--- src/rtl/l2_request_arbiter.sv ---
// Shares one L2 request port between the L1 I-cache and D-cache: one transaction in flight, round-robin on ties.
// Optional performance counters are enabled by defining L2_ARB_PERF_CNT_EN.
module l2_request_arbiter #(
  parameter int ADDR_W = 32,
  parameter int LINE_W = 256
) (
  input  logic              clk,
  input  logic              rst,
  input  logic              i_read,
  input  logic [ADDR_W-1:0] i_addr,
  output logic [LINE_W-1:0] i_rdata,
  output logic              i_resp,
  input  logic              d_read,
  input  logic              d_write,
  input  logic [ADDR_W-1:0] d_addr,
  input  logic [LINE_W-1:0] d_wdata,
  output logic [LINE_W-1:0] d_rdata,
  output logic              d_resp,
  output logic              l2_read,
  output logic              l2_write,
  output logic [ADDR_W-1:0] l2_addr,
  output logic [LINE_W-1:0] l2_wdata,
  input  logic [LINE_W-1:0] l2_rdata,
  input  logic              l2_resp
`ifdef L2_ARB_PERF_CNT_EN
  ,
  output logic [31:0]       grant_i_cnt,
  output logic [31:0]       grant_d_cnt,
  output logic [31:0]       conflict_cnt
`endif
);

  typedef enum logic [1:0] {IDLE, BUSY_I, BUSY_D} state_t;

  state_t              r_state;
  logic [ADDR_W-1:0]   r_addr;
  logic [LINE_W-1:0]   r_wdata;
  logic                r_is_write;
  logic                r_last_grant;  // 0 = I, 1 = D

  logic w_req_i, w_req_d, w_grant_i, w_grant_d, w_idle;

  assign w_idle    = (r_state == IDLE);
  assign w_req_i   = i_read;
  assign w_req_d   = d_read | d_write;
  // On a tie the side that did not win last time goes first.
  assign w_grant_i = w_idle & w_req_i & (~w_req_d | r_last_grant);
  assign w_grant_d = w_idle & w_req_d & (~w_req_i | ~r_last_grant);

  always_ff @(posedge clk) begin
    if (!rst) begin
      r_state      <= IDLE;
      r_addr       <= '0;
      r_wdata      <= '0;
      r_is_write   <= 1'b0;
      r_last_grant <= 1'b1;
    end else begin
      case (r_state)
        IDLE: begin
          if (w_grant_i) begin
            r_state      <= BUSY_I;
            r_addr       <= i_addr;
            r_is_write   <= 1'b0;
            r_last_grant <= 1'b0;
          end else if (w_grant_d) begin
            r_state      <= BUSY_D;
            r_addr       <= d_addr;
            r_wdata      <= d_wdata;
            r_is_write   <= d_write;
            r_last_grant <= 1'b1;
          end
        end
        BUSY_I, BUSY_D: begin
          if (l2_resp) r_state <= IDLE;
        end
        default: r_state <= IDLE;
      endcase
    end
  end

  assign l2_read  = ~w_idle & ~r_is_write;
  assign l2_write = ~w_idle &  r_is_write;
  assign l2_addr  = r_addr;
  assign l2_wdata = r_wdata;

  // A response coinciding with reset is swallowed along with the transaction.
  assign i_resp  = rst & l2_resp & (r_state == BUSY_I);
  assign d_resp  = rst & l2_resp & (r_state == BUSY_D);
  assign i_rdata = l2_rdata;
  assign d_rdata = l2_rdata;

`ifdef L2_ARB_PERF_CNT_EN
  always_ff @(posedge clk) begin
    if (!rst) begin
      grant_i_cnt  <= '0;
      grant_d_cnt  <= '0;
      conflict_cnt <= '0;
    end else begin
      if (w_grant_i)                   grant_i_cnt  <= grant_i_cnt + 32'd1;
      if (w_grant_d)                   grant_d_cnt  <= grant_d_cnt + 32'd1;
      if (w_idle & w_req_i & w_req_d)  conflict_cnt <= conflict_cnt + 32'd1;
    end
  end
`endif

endmodule
--- config.mk ---
export PLATFORM = sky130hd
export DESIGN_NAME = l2_request_arbiter
export DESIGN_NICKNAME = d
export VERILOG_FILES = /design/src/rtl/l2_request_arbiter.sv
export SDC_FILE = /design/constraint.sdc
export NUM_CORES = 1
export LEC_CHECK = 0
export CORE_AREA = 2 2 539 541
export CTS_CLUSTER_DIAMETER = 120
export CTS_CLUSTER_SIZE = 20
export DETAILED_ROUTE_END_ITERATION = 6
export DIE_AREA = 0 0 541 543
export GPL_TIMING_DRIVEN = 0
export PLACE_DENSITY = 0.34
export SLEW_MARGIN = 20
export SYNTH_ARGS = -nofsm -noshare
export SYNTH_HDL_FRONTEND = slang
export SYNTH_SLANG_ARGS = --single-unit
--- constraint.sdc ---
create_clock -name clk -period 2 [get_ports clk]
set_input_delay 0.3 -clock clk [delete_from_list [all_inputs] [get_ports clk]]
set_output_delay 0.3 -clock clk [all_outputs]
set_load 0.005 [all_outputs]
---- After elaboration in Yosys (flattened, before gate mapping) ----
Cells that the tools add are included.
operators by class
  div/mod/pow operators ................... 0
  shift operators ......................... 0
  eq/ne operators ......................... 4
  reductions and logical operators ........ 6
  $lt $le $gt $ge ......................... 0
  $add $sub $neg .......................... 0
  multiplexer cells ....................... 10
  bitwise gates (word level) .............. 18
  multiply operators ...................... 0
operators by type and width
  kind                                                             count
  32-bit two-way mux                                               2
  1-bit AND                                                        9
  2-bit two-way mux                                                3
  1-bit inverter                                                   6
  1-bit two-way mux                                                4
  2-bit one-hot mux with 2 select lines                            1
  2-bit AND reduction                                              2
  3-bit inequality test, second input constant                     1
  1-bit OR                                                         3
  3-bit AND reduction                                              1
  2-bit by 1-bit == test with 1-bit output, second input constant  1
  2-bit == test, second input constant                             1
  2-bit logical NOT                                                1
  2-bit inequality test, second input constant                     1
  2-bit nonzero test                                               1
  2-bit OR reduction                                               1
word-level totals
  bits in writable memories ............... 0
  memories ................................ 0
  memory bits (read-only) ................. 0
  logic and storage cells ................. 43
  output and inout port bits .............. 804
  flip-flop bits (word level) ............. 292
  input bits .............................. 582
  bits in latches ......................... 0

---- Logic depth before layout (Yosys ltp) ----
  depth after elaboration ................. 6
  depth in mapped cells ................... 8
  mapped depth without buffers ............ 5

---- Least setup slack after synthesis ----
No wires, ideal clock.
  kind .................................... register to register
  from .................................... reg r_state[0]
  to ...................................... reg r_wdata[149], in the netlist l2_wdata[149]
  cell stages (with the launch flop) ...... 9
  arrival time ............................ 1,464 ps
  setup slack ............................. 466 ps
  setup time .............................. 70 ps
  period minus slack after synthesis ...... 1,534 ps
  buffers on the path ..................... 3
  cell sequence ........................... dfxtp_1 inv_1 ha_1 buf_2 inv_2 buf_2 clkbuf_1 o21ai_0 a21oi_1
between the ends
  longest elaborated chain between the ends .. 5
RTL lines
  what                                    line    RTL
  start, declared                         35      state_t r_state;
  start signal, assigned                  52      r_state <= IDLE;
  start signal, assigned                  61      r_state <= BUSY_I;
  start signal, assigned                  66      r_state <= BUSY_D;
  2-bit logical NOT *                     43, 58
  1-bit AND (2 in a row)                  47      assign w_grant_i = w_idle & w_req_i & (~w_req_d | r_last_grant);
  1-bit inverter (no source line)         -
  3-bit AND reduction (no source line) *  -
  end signal, assigned                    68      r_wdata <= d_wdata;
  end, declared                           37      logic [LINE_W-1:0] r_wdata;
Every way passes the cells marked *; elsewhere a longest branch is shown, timed or not.
A chain may end at the register's enable or synchronous reset.

---- Worst setup path after layout ----
  from .................................... reg r_state[0]
  to ...................................... out l2_write
between the ends
  longest elaborated chain between the ends .. 3
RTL lines
  what               line  RTL
  2-bit logical NOT  43    assign w_idle = (r_state == IDLE);
  1-bit inverter     82    assign l2_write = ~w_idle & r_is_write;
  1-bit AND          82
  end, declared      20    output logic l2_write,
No other way between the ends.

==> metrics.csv <==
stage,metric,value,unit
floorplan,dieHeight,543,um
cells_and_area,drive_gt1_share,24.34,%
floorplan,ios,1386,
run_status,outcome,"complete, but fails checks",
drt,post_drt_wl_per_cell,25.02,um
timing,timing.final.ws_setup,-105.2,ps
global_routing,first_global_vias,18810,
synth,yosys.area_share.simple,9.710,%
floorplan,die_w,541,um
timing,fin_crit_sh,105.3,%
floorplan,start_util,5.398,%
critical_path,rr_worst_depth,8,
global_routing,grt_remaining_overflow,0,
critical_path,reg2reg_from,r_state[1],
floorplan,dieArea,293800,sq um
timing,finalHoldViolations,0,
placement,numPortBuffers,1128,
critical_path,endpoint,l2_write,
critical_path,slowest_stage,dfxtp_2,
synth,synth_mux_area_share,0.06452,%
critical_path,r2r-end,l2_wdata[57],
synth,syn_area_per_cell,7.997,sq um
clocking,clockBufferDepth,3,
drt,drt-initial-drc-count,1097,
drt,detail_route.first_pass.iterations,5,
critical_path,cp.arrival,1810,ps
clocking,cts_tree,yes,
clocking,hold_buffers,0,
drt,ant_nets,0,
synth,syn-num-nets,2526,
synth,syn-cell-area,15510,sq um
global_routing,grt_max_degree,21,
power_and_ir_drop,leakage,12.13,nW
timing,worst_clock_skew,41.40,ps
power_and_ir_drop,p_per_area,931.9,nW/um^2
cells_and_area,layout_common_cells,"clkdlybuf4s50_1 (957), buf_4 (534), nand3_1 (284)",
critical_path,start_kind,flop,
critical_path,cp_max_fo,4,
cells_and_area,area_growth,112.0,%
clocking,clk_pin_slew_worst_paths,80,ps
critical_path,critPathLaunch,r_state[0],
placement,dp_hpwl,155300,um
critical_path,worstSetupPathType,reg -> out,
cells_and_area,fin_nets,3692,
critical_path,cp_top_family,buffers and inverters,
critical_path,path_cells,inv_4 > ha_4 > clkbuf_16 > buf_12 > nor2b_4 > buf_6,
timing,setup_viol,2,
placement,place_ws,-1251,ps
clocking,htree_levels,1,
job,maxCapViolCount,0,
synth,syn_inst,1940,
timing,maxSlewViolCount,0,
power_and_ir_drop,peakVddDrop,0.7271,mV
drt,route.detailed.drc,0,
timing,rsz0062_at_grt,yes,
floorplan,core_area,287400,sq um
critical_path,critical-path-max-stage-delay,360,ps
min_path,worst_hold_path_type,in -> reg,
synth,ys_seq_area_share,37.68,%
placement,place_congestion,0.9803,
synth,synth-adder-area-share,0.3226,%
cells_and_area,multi_input_area,5165,sq um
run_status,violations,negative setup slack,
clocking,numCtsBuffers,25,
global_routing,antenna_found_initial,95,
synth,synth_top_family_by_area,buffers and inverters,
floorplan,num_rows,197,
global_routing,grt_usage,11.18,%
drt,wl,173600,um
critical_path,cp.required,1700,ps
synth,synth_seq_cells,292,
timing,fin_setup_tns,-165.0,ps
critical_path,reg2reg_setup_slack,80,ps
synth,synth_compound_area_share,22.52,%
timing,max_freq,475.0,MHz
critical_path,crit_cells,6,
clocking,cts_root_buffer,clkbuf_16,
synth,ys_types,31,
cells_and_area,nFillCells,33280,
drt,via_count,19050,
timing,tightestPinTransition,866.7,ps
critical_path,path_buf_inv,4,
critical_path,end_kind,output pin,
cells_and_area,final-seq-area,5894,sq um
timing,fin_crit,2105,ps
timing,maxSlewHeadroom,42.22,%
cells_and_area,final_common_cell,clkdlybuf4s50_1,
drt,viasPerCell,2.745,
synth,synth_warnings,0,
synth,synth-xor-area-share,0,%
clocking,clk_latency,690,ps
clocking,cts.sinks,292,
global_routing,grt_pass1_wl,212300,um
==> synthesized netlist by cell type <==
master | count | area (sq um)
buf_1 | 3 | 11.26
dfxtp_1 | 292 | 5846
inv_2 | 1 | 3.750
buf_2 | 49 | 245.2
mux2i_1 | 1 | 10.01
nor2_1 | 1 | 3.750
clkbuf_1 | 112 | 420.4
a31oi_1 | 33 | 206.5
and3_1 | 2 | 12.51
nor2b_1 | 2 | 12.51
o31ai_1 | 32 | 240.2
a21oi_1 | 257 | 1286
buf_4 | 519 | 3896
o22ai_1 | 1 | 6.260
buf_6 | 1 | 11.26
a2bb2oi_1 | 1 | 8.760
nand2_1 | 8 | 30.03
o21ai_1 | 77 | 385.4
inv_1 | 4 | 15.01
nand3_1 | 288 | 1441
o32ai_1 | 1 | 8.760
o21a_1 | 32 | 240.2
o211ai_1 | 2 | 15.01
a21oi_2 | 1 | 8.760
and2_1 | 1 | 6.260
clkbuf_2 | 1 | 5.000
o21ba_2 | 1 | 10.01
ha_1 | 4 | 50.05
o2bb2ai_2 | 1 | 15.01
o21ai_0 | 211 | 1056
o21bai_1 | 1 | 7.510
==> state kept, by name, summed over array words and instances (netlist names) <==
register / flops
r_last_grant: 1
l2_wdata: 256
l2_addr: 32
r_state: 2
r_is_write: 1
==> worst min-delay path by stage <==
stage / slack (ps) / to / from / depth (start not counted)
floorplan: 450 / l2_wdata[0] / d_wdata[0] / 2
global placement: 460 / l2_wdata[104] / l2_wdata[104] / 2
detailed placement: 470 / l2_wdata[60] / l2_wdata[60] / 2
CTS: 70 / l2_wdata[107] / d_wdata[107] / 3
global route: 120 / l2_wdata[35] / d_wdata[35] / 3
finish: 150 / l2_addr[0] / rst / 4
==> where the power goes <==
group          internal (mW)  switching (mW)  total (mW)
combinational           6.64            9.88        16.5
clock                   2.57            3.16        5.73
sequential              7.35            1.05        8.40
==> metrics by stage <==
stage	utilization (%)	hold slack, ps	instance area, sq um	cells	total power, mW
finish	11.44	147.9	32890	6939	30.65
global placement	10.97	463.4	31540	6849	25.80
global route	11.43	118.6	32850	6921	32.89
floorplan	-	447.7	15510	1940	14.17
detailed placement	11.02	468.1	31670	6854	25.61
CTS	11.37	66.96	32690	6902	31.69
==> repair_timing <==
item,in CTS,in global routing
setup endpoints to repair,467,120
buffers inserted,7,2
pin swaps,1,3
resized for setup,355,74
==> final cells by class <==
cell class / count / share of cell area (%)
Inverter: 5 / 0.06467
Antenna cell: 35 / 0.2663
Sequential cell: 292 / 17.92
Multi-Input combinational cell: 958 / 15.70
Buffer: 682 / 14.62
Tap cell: 3781 / 14.38
Clock inverter: 16 / 0.6315
Clock buffer: 28 / 1.936
Timing Repair Buffer: 1142 / 34.48
==> layer usage <==
layer  track usage (%)  wire (um)
met5                 0        106
met4             3.482       6188
met3             5.085      20480
met2             19.22      82540
met1             12.16      64290
==> tightest hold or removal path, delay by kind of cell <==
family | cells | cell delay [ps]
buf+inv | 1 | 220
compound gates | 3 | 270
==> kinds of logic after synthesis <==
| family | Yosys count |
|---|---|
| buffers and inverters | 690 |
| AOI/OAI and AO/OA | 651 |
| and+or+nand+nor | 302 |
| DFF | 292 |
| adders and majority gates | 4 |
| muxes | 1 |
Power figures use the tool's default switching activity.
